## config.mk

```make
export PLATFORM = sky130hd
export DESIGN_NAME = fir_output_decimator_flat
export DESIGN_NICKNAME = d
export VERILOG_FILES = /design/src/rtl/fir_pkg.sv /design/src/rtl/fir_output_decimator_if.sv /design/src/rtl/fir_sample_fifo.sv /design/src/rtl/fir_output_decimator.sv /design/src/flat_wrapper.sv
export SDC_FILE = /design/constraint.sdc
export NUM_CORES = 1
export LEC_CHECK = 0
export CAP_MARGIN = 10
export CORE_ASPECT_RATIO = 1.25
export CORE_MARGIN = 3
export CORE_UTILIZATION = 55
export DETAILED_ROUTE_END_ITERATION = 10
export PLACE_DENSITY = 0.76
export SLEW_MARGIN = 10
export SYNTH_ARGS = -nofsm -noshare
export SYNTH_HDL_FRONTEND = slang
export SYNTH_SLANG_ARGS = --single-unit
export TNS_END_PERCENT = 10
```

## constraint.sdc

```tcl
create_clock -name clock -period 2.2 [get_ports clock]
set_input_delay 0.44 -clock clock [delete_from_list [all_inputs] [get_ports clock]]
set_output_delay 0.44 -clock clock [all_outputs]
set_load 0.005 [all_outputs]
```

## src/rtl/fir_pkg.sv

```systemverilog
// Shared definitions for the FIR output path.
//   dec_state_t   : decimator control states
//   DATA_WIDTH, COEF_WIDTH, OUT_WIDTH : default widths of the filter chain
//   sat_to_width  : clamps a sign-extended sample to a signed range of 'width' bits
package fir_pkg;

    localparam int DATA_WIDTH = 16;
    localparam int COEF_WIDTH = 16;
    localparam int OUT_WIDTH  = 16;

    typedef enum logic [1:0] {
        WARMUP = 2'd0,
        RUN    = 2'd1
    } dec_state_t;

    // The result keeps the full 64-bit width so the caller can tell whether it clipped
    // by comparing it with the input. In-range values come back unchanged, so taking
    // the low 'width' bits keeps the sign.
    function automatic logic signed [63:0] sat_to_width(input logic signed [63:0] din,
                                                        input int width);
        logic signed [63:0] max_v;
        logic signed [63:0] min_v;
        max_v = (64'sd1 <<< (width - 1)) - 64'sd1;
        min_v = -(64'sd1 <<< (width - 1));
        if (din > max_v) begin
            return max_v;
        end else if (din < min_v) begin
            return min_v;
        end
        return din;
    endfunction

endpackage

```

## src/rtl/fir_output_decimator_if.sv

```systemverilog
// Valid/ready sample stream from the decimator to the next stage (DAC/packetiser).
//   out_data  : signed head-of-FIFO sample
//   out_valid : sample available
//   out_ready : sink accepts the sample this cycle
interface fir_output_decimator_if #(
    parameter int OUT_WIDTH = 16
);
    logic signed [OUT_WIDTH-1:0] out_data;
    logic                        out_valid;
    logic                        out_ready;

    modport master (output out_data, output out_valid, input out_ready);
    modport slave  (input out_data, input out_valid, output out_ready);
endinterface

```

## src/rtl/fir_sample_fifo.sv

```systemverilog
// Synchronous FIFO for decimated samples.
//   clock, reset_n : clock and async active-low reset
//   clear          : synchronous empty; takes priority over push and pop
//   push, wr_data  : write request and data; a push while full is ignored unless a pop happens in the same cycle
//   pop            : read request; ignored when empty
//   rd_data        : head entry (registered storage, no bypass)
//   full, empty    : occupancy flags
module fir_sample_fifo #(
    parameter int WIDTH = 16,
    parameter int DEPTH = 4
) (
    input  logic             clock,
    input  logic             reset_n,
    input  logic             clear,
    input  logic             push,
    input  logic [WIDTH-1:0] wr_data,
    input  logic             pop,
    output logic [WIDTH-1:0] rd_data,
    output logic             full,
    output logic             empty
);
    localparam int AW = $clog2(DEPTH);
    localparam logic [AW:0] PTR_ONE = (AW + 1)'(1);

    // One extra pointer bit tells full apart from empty when the indices match.
    logic [AW:0]      wr_ptr;
    logic [AW:0]      rd_ptr;
    logic [WIDTH-1:0] mem [DEPTH];
    logic             do_push;
    logic             do_pop;

    assign empty   = (wr_ptr == rd_ptr);
    assign full    = (wr_ptr[AW] != rd_ptr[AW]) && (wr_ptr[AW-1:0] == rd_ptr[AW-1:0]);
    assign do_pop  = pop && !empty;
    assign do_push = push && (!full || do_pop);
    assign rd_data = mem[rd_ptr[AW-1:0]];

    always_ff @(posedge clock or negedge reset_n) begin
        if (!reset_n) begin
            wr_ptr <= '0;
            rd_ptr <= '0;
            for (int i = 0; i < DEPTH; i++) begin
                mem[i] <= '0;
            end
        end else if (clear) begin
            wr_ptr <= '0;
            rd_ptr <= '0;
        end else begin
            if (do_push) begin
                mem[wr_ptr[AW-1:0]] <= wr_data;
                wr_ptr              <= wr_ptr + PTR_ONE;
            end
            if (do_pop) begin
                rd_ptr <= rd_ptr + PTR_ONE;
            end
        end
    end

endmodule

```

## src/rtl/fir_output_decimator.sv

```systemverilog
// Post-filter decimator. It discards the filter's warm-up samples, keeps 1 of every
// DECIMATION samples, saturates each kept sample to OUT_WIDTH, and queues it for a
// valid/ready sink.
//   clock, reset_n : clock shared with the filter, async active-low reset
//   filtered_data  : free-running signed filter output, one sample per clock
//   flush          : synchronous restart of warm-up and phase; also clears the FIFO and the status outputs
//   out_if         : valid/ready output stream (master side)
//   saturated      : sticky flag, set when a kept sample was clipped
//   drop_count     : kept samples lost because the FIFO was full; stops at all-ones
//
// state  | meaning
// WARMUP | discarding filter pipeline warm-up samples, no captures
// RUN    | phase counter cycling; capture when phase == 0
module fir_output_decimator #(
    parameter int IN_WIDTH      = 32,
    parameter int OUT_WIDTH     = 16,
    parameter int DECIMATION    = 4,
    parameter int WARMUP_CYCLES = 64,
    parameter int FIFO_DEPTH    = 4,
    parameter int DROP_WIDTH    = 16
) (
    input  logic                       clock,
    input  logic                       reset_n,
    input  logic signed [IN_WIDTH-1:0] filtered_data,
    input  logic                       flush,
    fir_output_decimator_if.master     out_if,
    output logic                       saturated,
    output logic [DROP_WIDTH-1:0]      drop_count
);
    import fir_pkg::*;

    localparam int PH_W = (DECIMATION > 1) ? $clog2(DECIMATION) : 1;
    localparam int WU_W = (WARMUP_CYCLES > 1) ? $clog2(WARMUP_CYCLES) : 1;
    localparam logic [PH_W-1:0] PH_LAST = PH_W'(DECIMATION - 1);
    localparam logic [PH_W-1:0] PH_ONE  = PH_W'(1);
    localparam logic [WU_W-1:0] WU_LAST = WU_W'(WARMUP_CYCLES - 1);
    localparam logic [WU_W-1:0] WU_ONE  = WU_W'(1);
    localparam logic [DROP_WIDTH-1:0] DROP_ONE = DROP_WIDTH'(1);
    // With no warm-up, the first sample after reset is already a capture.
    localparam dec_state_t START_STATE = (WARMUP_CYCLES == 0) ? RUN : WARMUP;

    dec_state_t           state;
    logic [WU_W-1:0]      warm_cnt;
    logic [PH_W-1:0]      phase;
    logic                 cap_valid;
    logic [OUT_WIDTH-1:0] cap_data;
    logic signed [63:0]   din_ext;
    logic signed [63:0]   sat_val;
    logic                 clipped;
    logic                 fifo_pop;
    logic                 fifo_full;
    logic                 fifo_empty;
    logic [OUT_WIDTH-1:0] fifo_rd_data;

    assign din_ext = 64'(filtered_data);
    assign sat_val = sat_to_width(din_ext, OUT_WIDTH);
    assign clipped = (sat_val != din_ext);

    always_ff @(posedge clock or negedge reset_n) begin
        if (!reset_n) begin
            state     <= START_STATE;
            warm_cnt  <= '0;
            phase     <= '0;
            cap_valid <= 1'b0;
            cap_data  <= '0;
            saturated <= 1'b0;
        end else if (flush) begin
            state     <= START_STATE;
            warm_cnt  <= '0;
            phase     <= '0;
            cap_valid <= 1'b0;
            saturated <= 1'b0;
        end else begin
            cap_valid <= 1'b0;
            case (state)
                WARMUP: begin
                    if (warm_cnt == WU_LAST) begin
                        state    <= RUN;
                        warm_cnt <= '0;
                    end else begin
                        warm_cnt <= warm_cnt + WU_ONE;
                    end
                end
                RUN: begin
                    phase <= (phase == PH_LAST) ? '0 : phase + PH_ONE;
                    if (phase == '0) begin
                        cap_valid <= 1'b1;
                        cap_data  <= sat_val[OUT_WIDTH-1:0];
                        if (clipped) begin
                            saturated <= 1'b1;
                        end
                    end
                end
                default: state <= START_STATE;
            endcase
        end
    end

    assign fifo_pop = out_if.out_valid && out_if.out_ready;

    // A pop in the same cycle frees a slot, so a push into a full FIFO only drops when there is no pop.
    always_ff @(posedge clock or negedge reset_n) begin
        if (!reset_n) begin
            drop_count <= '0;
        end else if (flush) begin
            drop_count <= '0;
        end else if (cap_valid && fifo_full && !fifo_pop && (drop_count != '1)) begin
            drop_count <= drop_count + DROP_ONE;
        end
    end

    fir_sample_fifo #(
        .WIDTH (OUT_WIDTH),
        .DEPTH (FIFO_DEPTH)
    ) u_fifo (
        .clock   (clock),
        .reset_n (reset_n),
        .clear   (flush),
        .push    (cap_valid),
        .wr_data (cap_data),
        .pop     (fifo_pop),
        .rd_data (fifo_rd_data),
        .full    (fifo_full),
        .empty   (fifo_empty)
    );

    assign out_if.out_data  = fifo_rd_data;
    assign out_if.out_valid = !fifo_empty;

endmodule

```

## src/flat_wrapper.sv

```systemverilog
// flat-port wrapper written by rule: the top's interface ports become plain ports
module fir_output_decimator_flat import fir_pkg::*;
#(
    parameter int IN_WIDTH      = 32,
    parameter int OUT_WIDTH     = 16,
    parameter int DECIMATION    = 4,
    parameter int WARMUP_CYCLES = 64,
    parameter int FIFO_DEPTH    = 4,
    parameter int DROP_WIDTH    = 16
)
  (clock, reset_n, filtered_data, flush, saturated, drop_count, out_if_out_data, out_if_out_valid, out_if_out_ready);
  fir_output_decimator_if #(.OUT_WIDTH(OUT_WIDTH)) out_if_i ();
  input  logic clock;
  input  logic reset_n;
  input  logic signed [IN_WIDTH-1:0] filtered_data;
  input  logic flush;
  output logic saturated;
  output logic [DROP_WIDTH-1:0] drop_count;
  output wire logic [$bits(out_if_i.out_data)-1:0] out_if_out_data;
  output wire logic [$bits(out_if_i.out_valid)-1:0] out_if_out_valid;
  input wire logic [$bits(out_if_i.out_ready)-1:0] out_if_out_ready;
  assign out_if_out_data = out_if_i.out_data;
  assign out_if_out_valid = out_if_i.out_valid;
  assign out_if_i.out_ready = out_if_out_ready;
  fir_output_decimator #(.IN_WIDTH(IN_WIDTH), .OUT_WIDTH(OUT_WIDTH), .DECIMATION(DECIMATION), .WARMUP_CYCLES(WARMUP_CYCLES), .FIFO_DEPTH(FIFO_DEPTH), .DROP_WIDTH(DROP_WIDTH)) u_core (.clock(clock), .reset_n(reset_n), .filtered_data(filtered_data), .flush(flush), .out_if(out_if_i), .saturated(saturated), .drop_count(drop_count));
endmodule
```

==> results of run 1 <==
## state kept, by name, indices dropped and copies added, names as in the netlist
name,cells
u_core.u_fifo.wr_ptr,3
u_core.u_fifo.rd_ptr,3
u_core.cap_data,16
u_core.warm_cnt,6
u_core.phase,2
u_core.u_fifo.mem,64
u_core.state,1
u_core.cap_valid,1
u_core.saturated,1
u_core.drop_count,16
## kinds of logic (layout without fill, tap and decap cells)
kind of cell,after synthesis,after routing,synth area share (%)
and+or+nand+nor,125,125,13.3
DFF,113,113,52.3
muxes,87,87,21.6
AOI/OAI and AO/OA,41,41,4.60
buffers and inverters,27,147,3.10
xor gates and xnor gates,17,17,3.03
adders and majority gates,9,9,2.08
## repair_timing
item | CTS | global route
endpoints found under the setup margin | 17 | 28
resized for setup | 50 | 28
buffers inserted | 13 | 1
pin swaps | 1 | 4
gates cloned | 1 | 0
## metrics by stage
| stage | cell area, um^2 | power, mW | TNS (ns) |
|---|---|---|---|
| detailed placement | 6410 | 2.47 | -3.18 |
| global placement | 6410 | 2.46 | -1.98 |
| global route | 7170 | 5.46 | -0.242 |
| finish | 7170 | 5.30 | 0 |
| CTS | 7130 | 5.31 | -0.290 |
| floorplan | 5410 | 2.29 | 0 |
## critical path: stages, from the launching register on
cell and delay [ns]:
dfrtp_2 0.42, buf_12 0.12, buf_6 0.10, mux4_2 0.52, buf_2 0.15
## how the worst max path moves through the flow
stage	start	to	slack [ns]	cells after the start
floorplan	u_core.drop_count[0]	u_core.drop_count[12]	0.23	6
global placement	filtered_data[17]	u_core.cap_data[1]	-0.15	6
detailed placement	filtered_data[17]	u_core.cap_data[0]	-0.24	6
CTS	u_core.u_fifo.rd_ptr[0]	out_if_out_data[0]	-0.07	4
global route	u_core.u_fifo.rd_ptr[0]	u_core.drop_count[15]	-0.06	9
finish	u_core.u_fifo.rd_ptr[0]	out_if_out_data[3]	0.04	4
## cell usage after synthesis, types with 2 or more instances
| library cell | n | area share (%) |
|---|---|---|
| nand4b_2 | 5 | 1.4 |
| o21ai_1 | 8 | 0.74 |
| o211ai_1 | 2 | 0.28 |
| or4_1 | 5 | 0.69 |
| xnor2_1 | 4 | 0.65 |
| ha_1 | 9 | 2.1 |
| and4_1 | 5 | 0.81 |
| a21o_1 | 3 | 0.42 |
| dfrtp_1 | 113 | 52 |
| buf_4 | 5 | 0.69 |
| a21oi_1 | 8 | 0.74 |
| o2111ai_1 | 2 | 0.32 |
| nand3_1 | 9 | 0.83 |
| mux4_1 | 3 | 1.5 |
| nand3_2 | 2 | 0.37 |
| mux4_2 | 13 | 5.4 |
| mux2i_1 | 5 | 0.92 |
| buf_6 | 6 | 1.2 |
| nand2_1 | 28 | 1.9 |
| or2_2 | 2 | 0.23 |
| nor3_1 | 2 | 0.18 |
| inv_1 | 8 | 0.55 |
| o31ai_1 | 3 | 0.42 |
| nor4_1 | 5 | 0.58 |
| xnor2_2 | 2 | 0.60 |
| mux2_2 | 65 | 14 |
| and3_1 | 3 | 0.35 |
| buf_2 | 2 | 0.18 |
| nor2_1 | 40 | 2.8 |
| clkbuf_1 | 5 | 0.35 |
| xor2_1 | 11 | 1.8 |
| nor2b_1 | 4 | 0.46 |
| nand4_1 | 5 | 0.58 |
| o21ai_0 | 10 | 0.92 |
## cell usage in the layout, fill, tap and decap left out, drive strengths merged, types with 11 or more instances in the layout
cell,synthesis,layout
buf,14,45
mux2,66,66
clkbuf,5,27
dfrtp,113,113
nor2,40,40
o21ai,19,19
clkdlybuf4s50,0,51
nand2,28,28
nand3,11,11
mux4,16,16
xor2,11,11
## per-layer routing
layer | vias up | share of wire [%] | track usage [%]
met5 | - | 0 | 0
met4 | 0 | 1.8 | 11.3
met3 | 16 | 4.0 | 6.84
met2 | 94 | 54 | 43.1
met1 | 1996 | 40 | 29.2
li1 | 1741 | - | -
## power groups by stage
stage	Combinational, mW	Sequential [mW]	Clock, mW
floorplan	0.0865	2.20	0
global placement	0.244	2.21	0
detailed placement	0.253	2.22	0
CTS	0.249	2.18	2.87
global route	0.272	2.19	2.99
finish	0.247	2.19	2.87
## layout make-up
class / count / area [um^2] / share of cell area, %
sequential: 113 / 2830 / 39.4
multi-input combinational: 279 / 2480 / 34.5
timing repair buffer: 107 / 1060 / 14.8
clock buffer: 19 / 433 / 6.04
clock inverter: 13 / 188 / 2.62
tap: 123 / 154 / 2.15
inverter: 8 / 30.0 / 0.419
==> flow_metrics.tcl, run 1 <==
set metrics [dict create \
    synth_edf_count 0 \
    clkLatencyLatePin_ns 0.41 \
    num_rows 39 \
    drt.antenna.violating_nets 0 \
    hold_viol_final 0 \
    p_seq_share_pct 41.3 \
    fin_crit_ns 2.16 \
    p_per_area_mw_per_mm2 739 \
    nFillCells 598 \
    cts-buffers-inserted 17 \
    finClkSkew_ns 0.00982 \
    sw_frac_of_total_pct 21.6 \
    vias 3847 \
    intPower_mw 4.15 \
    endpoint_kind "primary output" \
    status "finished, final reports clean" \
    ys.flop_type "dfrtp_1" \
    crit_required_ns 1.76 \
    reg2reg_slack_ns 0.04 \
    utilization_pct 76.6 \
    fin_crit_sh_pct 98.1 \
    drive_gt1_share_pct 35.3 \
    leakagePower_nw 3.37 \
    areaGrowthSynthToFinish_pct 32.6 \
    reg2regPathDepth 9 \
    slew_headroom_pct 64.3 \
    first_pass_iters 5 \
    place_ws_ns -0.241 \
    hp-class "in2async" \
    drv_cap 0 \
    boundaryPins 70 \
    port-buffer-count 69 \
    timing.hold.ws_ns 0.00897 \
    netlist_area_mm2 0.00541 \
    drv_slew 0 \
    root_buffer "clkbuf_16" \
    cp_max_fo 4 \
    placed_cells 616 \
    antenna_found_initial 0 \
    p_switching_mw 1.14 \
    synth_cell_types 51 \
    max_freq_mhz 463 \
    vias_per_cell 5.81 \
    seq_area_frac_synth_pct 52.3 \
    h-tree-depth 4 \
    layout.nets 571 \
    grt_overflow_total 0 \
    syn-num-nets 464 \
    arrival_ns 1.72 \
    startpoint_type "flip-flop" \
    async_flop_share_pct 100 \
    die_area_mm2 0.0111 \
    hold_buffers 0 \
    dieHeight_um 117 \
    r2r_start "u_core.u_fifo.rd_ptr[0]" \
    diodes 0 \
    syn_inst 419 \
    rsz0062_at_grt "yes" \
    ir_drop_mv 0.649 \
    comb_power_share_pct 4.7 \
    yosysWarnings 0 \
    grt_max_degree 37 \
    max-clock-path-buffers 2 \
    synth.avg_cell_area_um2 12.9 \
    gp_congestion 0.748 \
    critPathKind "reg2out" \
    ys_ff_latch 113 \
    tightestPinTransition_ns 0.535 \
    dpl.hpwl_mm 7.46 \
    cts_tree "built" \
    fin_cells 662 \
    start_util_pct 57.8 \
    drtIter0Drc 127 \
    wl_mm 12.7 \
    power_frac_clock_pct 54.1 \
    wl_per_cell_um 19.2 \
    clkTransAtPathRegs_ns 0.05 \
    drc 0 \
    first_global_vias 4190 \
    setup_slack_ns 0.0411 \
    dieWidth_um 94.7 \
    core-area_mm2 0.00937 \
    r2r-end "u_core.drop_count[12]" \
    setup_viol 0 \
    clock_sinks 113 \
    grt_pass1_wl_mm 20.8 \
    grt_usage_pct 25.0 \
]
(Power assumes the default switching activity.)
==> inputs of run 2 (changes only) <==
- CORE_UTILIZATION: 55 -> 50
- PLACE_DENSITY: 0.76 -> 0.73
- clock period: 2.2 -> 1.8 ns (I/O delays scaled with it)
==> run 2 against run 1 <==
Compared with the run above:
- design area grew 3.3%
- clock skew increased by 0.0012 ns
- combinational power rose by 25%
- first-iteration DRC count up 28%
- core utilization shrank 4.7 points
- clock power up 26%
- non-clock buffer count grew 26
- sequential power increased by 22%
- worst setup slack worse by 0.39 ns
- the run now ends with setup timing left
==> flow_metrics.tcl, run 2 (synthesis gave the netlist of run 1 again) <==
set metrics [dict create \
    status "finished, violations left" \
    violations "setup timing" \
    rsz0062_at_grt "yes" \
    wl_mm 12.8 \
    leakagePower_nw 3.66 \
    dieHeight_um 122 \
    comb_power_share_pct 4.7 \
    hold_viol_final 0 \
    start_util_pct 52.5 \
    root_buffer "clkbuf_16" \
    ir_drop_mv 0.563 \
    max_freq_mhz 465 \
    grt_overflow_total 0 \
    areaGrowthSynthToFinish_pct 37.0 \
    arrival_ns 1.79 \
    boundaryPins 70 \
    vias_per_cell 5.58 \
    vias 3870 \
    sw_frac_of_total_pct 21.1 \
    power_frac_clock_pct 54.8 \
    num_rows 41 \
    finClkSkew_ns 0.0111 \
    setup_slack_ns -0.351 \
    largest_register_ffs 64 \
    h-tree-depth 4 \
    cts-buffers-inserted 17 \
    fin_cells 694 \
    first_pass_iters 4 \
    p_switching_mw 1.39 \
    timing.hold.ws_ns 0.396 \
    slew_headroom_pct 76.4 \
    grt_pass1_wl_mm 21.1 \
    final_cell_mix "dfrtp_1 (112), mux2_2 (65), buf_4 (47)" \
    cp_max_fo 8 \
    nFillCells 674 \
    dieWidth_um 99.1 \
    dpl.hpwl_mm 8.16 \
    layout.nets 597 \
    critPathKind "reg2out" \
    hp-class "in2async" \
    drive_gt1_share_pct 39.5 \
    postPlaceCellArea_mm2 0.00662 \
    startpoint_type "flip-flop" \
    die_area_mm2 0.0121 \
    intPower_mw 5.20 \
    drt.antenna.violating_nets 0 \
    gp_congestion 0.767 \
    antenna_found_initial 0 \
    tns_ns -7.21 \
    first_global_vias 4220 \
    port-buffer-count 69 \
    reg_top3 "u_core.u_fifo.mem x64, u_core.cap_data x16, u_core.drop_count x16" \
    fin_crit_sh_pct 120 \
    placed_cells 648 \
    setup_viol 78 \
    grt_max_degree 41 \
    p_seq_share_pct 40.5 \
    drc 0 \
    drtIter0Drc 162 \
    reg2regPathDepth 6 \
    core-area_mm2 0.0103 \
    drv_cap 0 \
    max-clock-path-buffers 2 \
    clkLatencyLatePin_ns 0.41 \
    drv_slew 0 \
    endpoint_kind "primary output" \
    utilization_pct 71.9 \
    grt_usage_pct 22.2 \
    power_mw 6.60 \
    tightestPinTransition_ns 0.353 \
    final_common_cell "dfrtp_1" \
    place_ws_ns -0.569 \
    crit_required_ns 1.44 \
    wl_per_cell_um 18.4 \
    diodes 0 \
    fin_crit_ns 2.15 \
    clock_sinks 113 \
    top_register "u_core.u_fifo.mem" \
    cts_tree "built" \
    finish.instance_area_mm2 0.00741 \
    clkTransAtPathRegs_ns 0.06 \
    p_per_area_mw_per_mm2 890 \
]
run 2: cell count changes in the layout (fill, tap and decap cells not counted), moves of 3 or more:
| cell | previous run | this run |
|---|---|---|
| buf_4 | 22 | 47 |
| o21ai_0 | 10 | 3 |
| clkdlybuf4s50_1 | 51 | 45 |
| o21ai_1 | 8 | 14 |
| buf_2 | 6 | 11 |
| clkbuf_2 | 8 | 3 |
| dlymetal6s2s_1 | 0 | 5 |
| and4_1 | 5 | 2 |
| and4_4 | 0 | 3 |
| clkbuf_8 | 0 | 3 |
| clkdlybuf4s15_1 | 3 | 0 |
| clkinv_4 | 4 | 1 |
run 2: worst paths after layout:
| kind | startpoint | endpoint | slack (ns) |
|---|---|---|---|
| worst max-delay path | u_core.u_fifo.rd_ptr[0] | out_if_out_data[4] | -0.35 |
| worst min-delay path | reset_n | u_core.u_fifo.mem[11] | 0.40 |
| worst max register to register | u_core.u_fifo.rd_ptr[0] | u_core.drop_count[15] | -0.13 |
| worst min register to register | u_core.u_fifo.mem[22] | u_core.u_fifo.mem[22] | 0.50 |
| max in group asynchronous | reset_n | u_core.u_fifo.rd_ptr[0] | 0.81 |
| min in group clock | u_core.u_fifo.mem[22] | u_core.u_fifo.mem[22] | 0.50 |
run 2: worst max-delay path: stages, from the launching register on:
cell       delay (ns)
dfrtp_2          0.43
clkbuf_16        0.18
buf_4            0.12
mux4_2           0.51
buf_2            0.15
run 2: layout make-up:
class                   count  area [um^2]  area share [%]
flip-flops and latches    113         2830            38.2
inverters                   8         30.0           0.405
multi-input cells         279         2480            33.5
well taps                 129          161            2.18
clock buffers              20          467            6.30
repair buffers            133         1260            17.1
clock inverters            12          179            2.41
run 2: timing repair:
action                     4_1_cts  5_1_grt
hold buffers                     1        0
setup endpoints to repair      109      119
cloned                           1        0
pin swaps                        4        3
setup buffers                   12        0
resized for setup               76       29
hold endpoints to repair        20        0
run 2: per-layer routing:
metal  GRT usage (%)  wire [um]
met2            38.1       6720
met3            5.34        516
met5               0          0
met4            8.37        227
met1            27.1       5300
run 2: power by group through the flow:
stage,clock network [mW],registers (mW),logic (mW)
3_5_place_dp,0,2.71,0.315
6_report,3.61,2.67,0.308
2_1_floorplan,0,2.69,0.106
4_1_cts,3.65,2.67,0.309
3_3_place_gp,0,2.70,0.306
5_1_grt,3.76,2.68,0.341
==> variant 1, RTL diff (flow settings as in run 2) <==
`DECIMATION` is set to 4 in 2 places; all go to 16.
--- a/src/rtl/fir_output_decimator.sv
+++ b/src/rtl/fir_output_decimator.sv
@@ -16,3 +16,3 @@
     parameter int OUT_WIDTH     = 16,
-    parameter int DECIMATION    = 4,
+    parameter int DECIMATION    = 16,
     parameter int WARMUP_CYCLES = 64,
--- a/src/flat_wrapper.sv
+++ b/src/flat_wrapper.sv
@@ -5,3 +5,3 @@
     parameter int OUT_WIDTH     = 16,
-    parameter int DECIMATION    = 4,
+    parameter int DECIMATION    = 16,
     parameter int WARMUP_CYCLES = 64,
Function: same outputs for any inputs over 10 cycles, from zero or initial values and one cycle with reset_n low; that may be too few to reach the edited logic, so the function may still have changed.
==> variant 1 against run 2 <==
  * Design area is 3.0% lower
  * Global-route usage is 0.74 points lower
  * Routed wire length is 3.0% lower
  * Sequential power is 1% higher
  * Core utilization is 1.8 points lower
  * Worst setup slack better by 0.046 ns
  * Count of clock-buffer cells in the layout is 4 higher
  * Synthesized cell count is 2.6% higher
  * Total power is 8.7% lower
  * Synthesized area is 1.3% lower
  * Sequential cell count is 2 higher
  * The flow finishes with violations (negative hold slack, negative setup slack)
  * Worst hold slack worse by 0.40 ns
==> variant 1: results (changes against run 2) <==
dr.pass1.iters: 5  # +1
synth_area_leaders: "dfrtp_1 54%, mux2_2 14%, mux4_2 6.7%"
dp.cells: 641  # -1.1%
leakagePower_nw: 3.31  # -9.6%
finClkSkew_ns: 0.00654  # -0.00452 ns
port_buffers: 69  # unchanged
cp_slowest_cell: "mux4_2"
dr_wl_met3_um: 497  # -3.7%
cp.arrival_ns: 1.75  # -0.04 ns
fin_setup_tns_ns: -19.76  # -12.55 ns
setup_ws_ns: -0.305  # +0.0459 ns
grt_usage_pct: 21.4  # -0.74 points
use_met3_pct: 5.61  # +0.27 points
synth_fa_ha_area_share_pct: 2.11  # +0.028 points
grt_max_degree: 116  # +180%
worstMarginPinSlew_ns: 0.615  # +0.262 ns
crit_end: "out_if_out_data[3]"
cp_max_fo: 6  # -2
wl_um: 12400  # -3.0%
dp_hpwl_um: 7580  # -7.0%
setup_violations: 88  # +13%
final_nets: 590  # -1.2%
num_antenna_cells: 0  # unchanged
synth_xor_area_share_pct: 3.94  # +0.91 points
gp_congestion: 0.795  # +3.7%
grt_pass1_vias: 3995  # -5.3%
reg2reg_depth: 8  # +2
synth_commonest_cells: "115 x dfrtp_1, 66 x mux2_2, 47 x nor2_1"
pwr.group.clock_w: 0.00305  # -16%
internal_power_w: 0.00476  # -8.5%
rrSetupSlack_ns: -0.27  # -0.14 ns
hold_viol_final: 1  # +1
muxShareOfSynthArea_pct: 21.4  # -0.18 points
ys_seq_area_share_pct: 53.9  # +1.6 points
finalNonFillerCells: 685  # -1.3%
ir_worst_vdd_mv: 0.649  # +15%
pwr-share-comb_pct: 4.5  # -0.2 points
regToRegEndpoint: "u_core.u_fifo.mem[55]$_DFFE_PN0P_"
drt_iter0_drc: 150  # -7.4%
synthCells: 430  # +2.6%
status: "complete, but fails checks"
layout-drive-gt1-share_pct: 36.0  # -3.5 points
grt_util_met2_pct: 37.6  # -0.50 points
grt_pass1_wl_um: 19900  # -5.4%
hold_slack_ns: -0.00419  # -0.401 ns
failed_checks: "negative hold slack, negative setup slack"
ys_types: 38  # -25%
synth_fp_nets: 475  # +2.4%
fill_cells: 712  # +5.6%
power.density_mw_per_mm2: 837  # -5.9%
dr_wl_met2_um: 6580  # -2.1%
vias_per_cell: 5.63  # +0.95%
[variant 1: layout make-up]
type	instances	area, µm²	area share (%)
Clock buffer	24	482	6.70
Clock inverter	6	55.1	0.766
Inverter	7	26.3	0.365
Multi-Input combinational cell	288	2440	33.9
Sequential cell	115	2880	40.1
Tap cell	129	161	2.24
Timing Repair Buffer	116	1140	15.9
[variant 1: metrics by stage]
step / setup WS [ns] / util (%)
after detailed placement: -0.297 / 62.6
after floorplan: -0.0769 / -
after global placement: -0.250 / 62.6
final: -0.305 / 70.1
after global routing: -0.356 / 70.1
after CTS: -0.351 / 69.1
[variant 1: timing repair]
| action | CTS | global route |
|---|---|---|
| gates resized for setup | 87 | 23 |
| setup buffers | 10 | 2 |
| gates cloned | 1 | 1 |
| pin swaps | 6 | 6 |
| setup endpoints to repair | 86 | 110 |
[variant 1: critical path: cells and delay by family, from the launching register on]
kind                   cells  cell delay [ns]
muxes                      1             0.51
DFF                        1             0.44
buffers and inverters      3             0.39
==> variant 2, RTL diff (config.mk and constraints of run 2) <==
Without the edit above. Reset style: synchronous (`reset_n`), changed in 3 clocked blocks. Comments in the files are not updated.
--- a/src/rtl/fir_sample_fifo.sv
+++ b/src/rtl/fir_sample_fifo.sv
@@ -37,3 +37,3 @@
 
-    always_ff @(posedge clock or negedge reset_n) begin
+    always_ff @(posedge clock) begin
         if (!reset_n) begin
--- a/src/rtl/fir_output_decimator.sv
+++ b/src/rtl/fir_output_decimator.sv
@@ -58,3 +58,3 @@
 
-    always_ff @(posedge clock or negedge reset_n) begin
+    always_ff @(posedge clock) begin
         if (!reset_n) begin
@@ -101,3 +101,3 @@
     // A pop in the same cycle frees a slot, so a push into a full FIFO only drops when there is no pop.
-    always_ff @(posedge clock or negedge reset_n) begin
+    always_ff @(posedge clock) begin
         if (!reset_n) begin
Function: same outputs for any inputs over 10 cycles, from zero or initial values and one cycle with reset_n low; that may be too few to reach the edited logic, so the function may still have changed.
==> variant 2 against run 2 <==
  * The flow still finishes with violations (negative setup slack)
  * Total power shrank 4.6%
  * Sequential cell count up 2
  * Global-route usage up 0.35 points
  * Critical path depth is 2 higher
  * Routed wire length is 4.1% lower
  * Design area fell by 2.6%
  * Register-to-register slack worse by 0.24 ns
  * Die area decreased by 7.3%
  * First-iteration DRC count rose by 28%
  * Synthesized area fell by 7.7%
  * Core utilization up 2.9 points
  * Sequential share of layout area grew 2.9 points
  * Clock skew shrank 0.0048 ns
  * Worst setup slack worse by 0.018 ns
==> variant 2: results (changes against run 2) <==
status: "complete, but fails checks"
failed_checks: "negative setup slack"
dr_total_vias: 3702  # -4.3%
gp_congestion: 0.822  # +7.1%
grt_max_degree: 29  # -29%
hp-class: "reg -> reg"
crit-reg2reg-launch: "u_core.u_fifo.wr_ptr[2]$_SDFFE_PP0P_"
synth_area_leaders: "edfxtp_1 38%, dfxtp_1 20%, and2_1 8.1%"
drt-met1-wl_um: 4580  # -14%
critPathMaxStageDelay_ns: 0.49  # -0.02 ns
drt_iter0_drc: 207  # +28%
vias_per_cell: 5.40  # -3.2%
placed_area_mm2: 0.00628  # -5.1%
synth_edf_count: 64  # +64
use_met3_pct: 5.63  # +0.28 points
place_ws_ns: -0.720  # -0.151 ns
setup_ws_ns: -0.370  # -0.0185 ns
grt_pass1_wl_um: 19100  # -9.3%
wl_um: 12300  # -4.1%
crit_end: "u_core.drop_count[15]$_SDFFE_PP0P_"
power.density_mw_per_mm2: 872  # -2.0%
synth_commonest_cells: "65 x and2_1, 64 x edfxtp_1, 51 x dfxtp_1, 51 x nor2_1, 28 x nand2_1"
cp_max_fo: 6  # -2
fill_cells: 594  # -12%
ys_types: 37  # -27%
grt_usage_pct: 22.5  # +0.35 points
cp.arrival_ns: 2.50  # +0.71 ns
clockPowerShare_pct: 50.9  # -3.9 points
ys_seq_area_share_pct: 58.9  # +6.7 points
hold_slack_ns: 0.473  # +0.0771 ns
switching_share_pct: 19.9  # -1.2 points
slew_headroom_pct: 67.7  # -8.7 points
cp_slowest_cell: "or4_4"
multi_input_area_mm2: 0.00227  # -8.7%
grt_util_met2_pct: 40.3  # +2.3 points
use_met1_pct: 25.4  # -1.7 points
dr.pass1.iters: 5  # +1
leakagePower_nw: 2.62  # -28%
dp.cells: 642  # -0.93%
synth_fp_nets: 467  # +0.65%
synthCells: 425  # +1.4%
ir_worst_vdd_mv: 0.643  # +14%
setup_violations: 126  # +62%
grt_pass1_vias: 3954  # -6.3%
variant 2: worst max-delay path: cells and delay by family (launching register included):
kind	cells	cell delay (ns)
buffers and inverters	1	0.15
flip-flops	1	0.33
AND/OR/NAND/NOR	3	1.34
AO/OA/AOI/OAI	1	0.15
XOR/XNOR	1	0.14
variant 2: timing repair:
item	4_1_cts	5_1_grt
setup endpoints to repair	144	152
endpoints found under the hold margin	0	0
buffers inserted	7	3
pin swaps	4	15
gates resized for setup	80	61
cloned	1	1
variant 2: kinds of logic after synthesis:
| group | after synthesis | share of synthesized area [%] |
|---|---|---|
| buf+inv | 23 | 1.75 |
| compound gates | 33 | 3.96 |
| simple gates | 206 | 22.0 |
| xor+xnor | 21 | 3.68 |
| fa+ha+maj | 6 | 1.50 |
| flops | 115 | 58.9 |
| mux | 21 | 8.22 |
variant 2: layout make-up:
cell class,count,area share [%]
timing repair buffer,122,17.3
clock buffer,21,6.38
clock inverter,11,1.52
sequential,115,41.1
multi-input combinational,287,31.4
inverter,4,0.208
tap,126,2.18
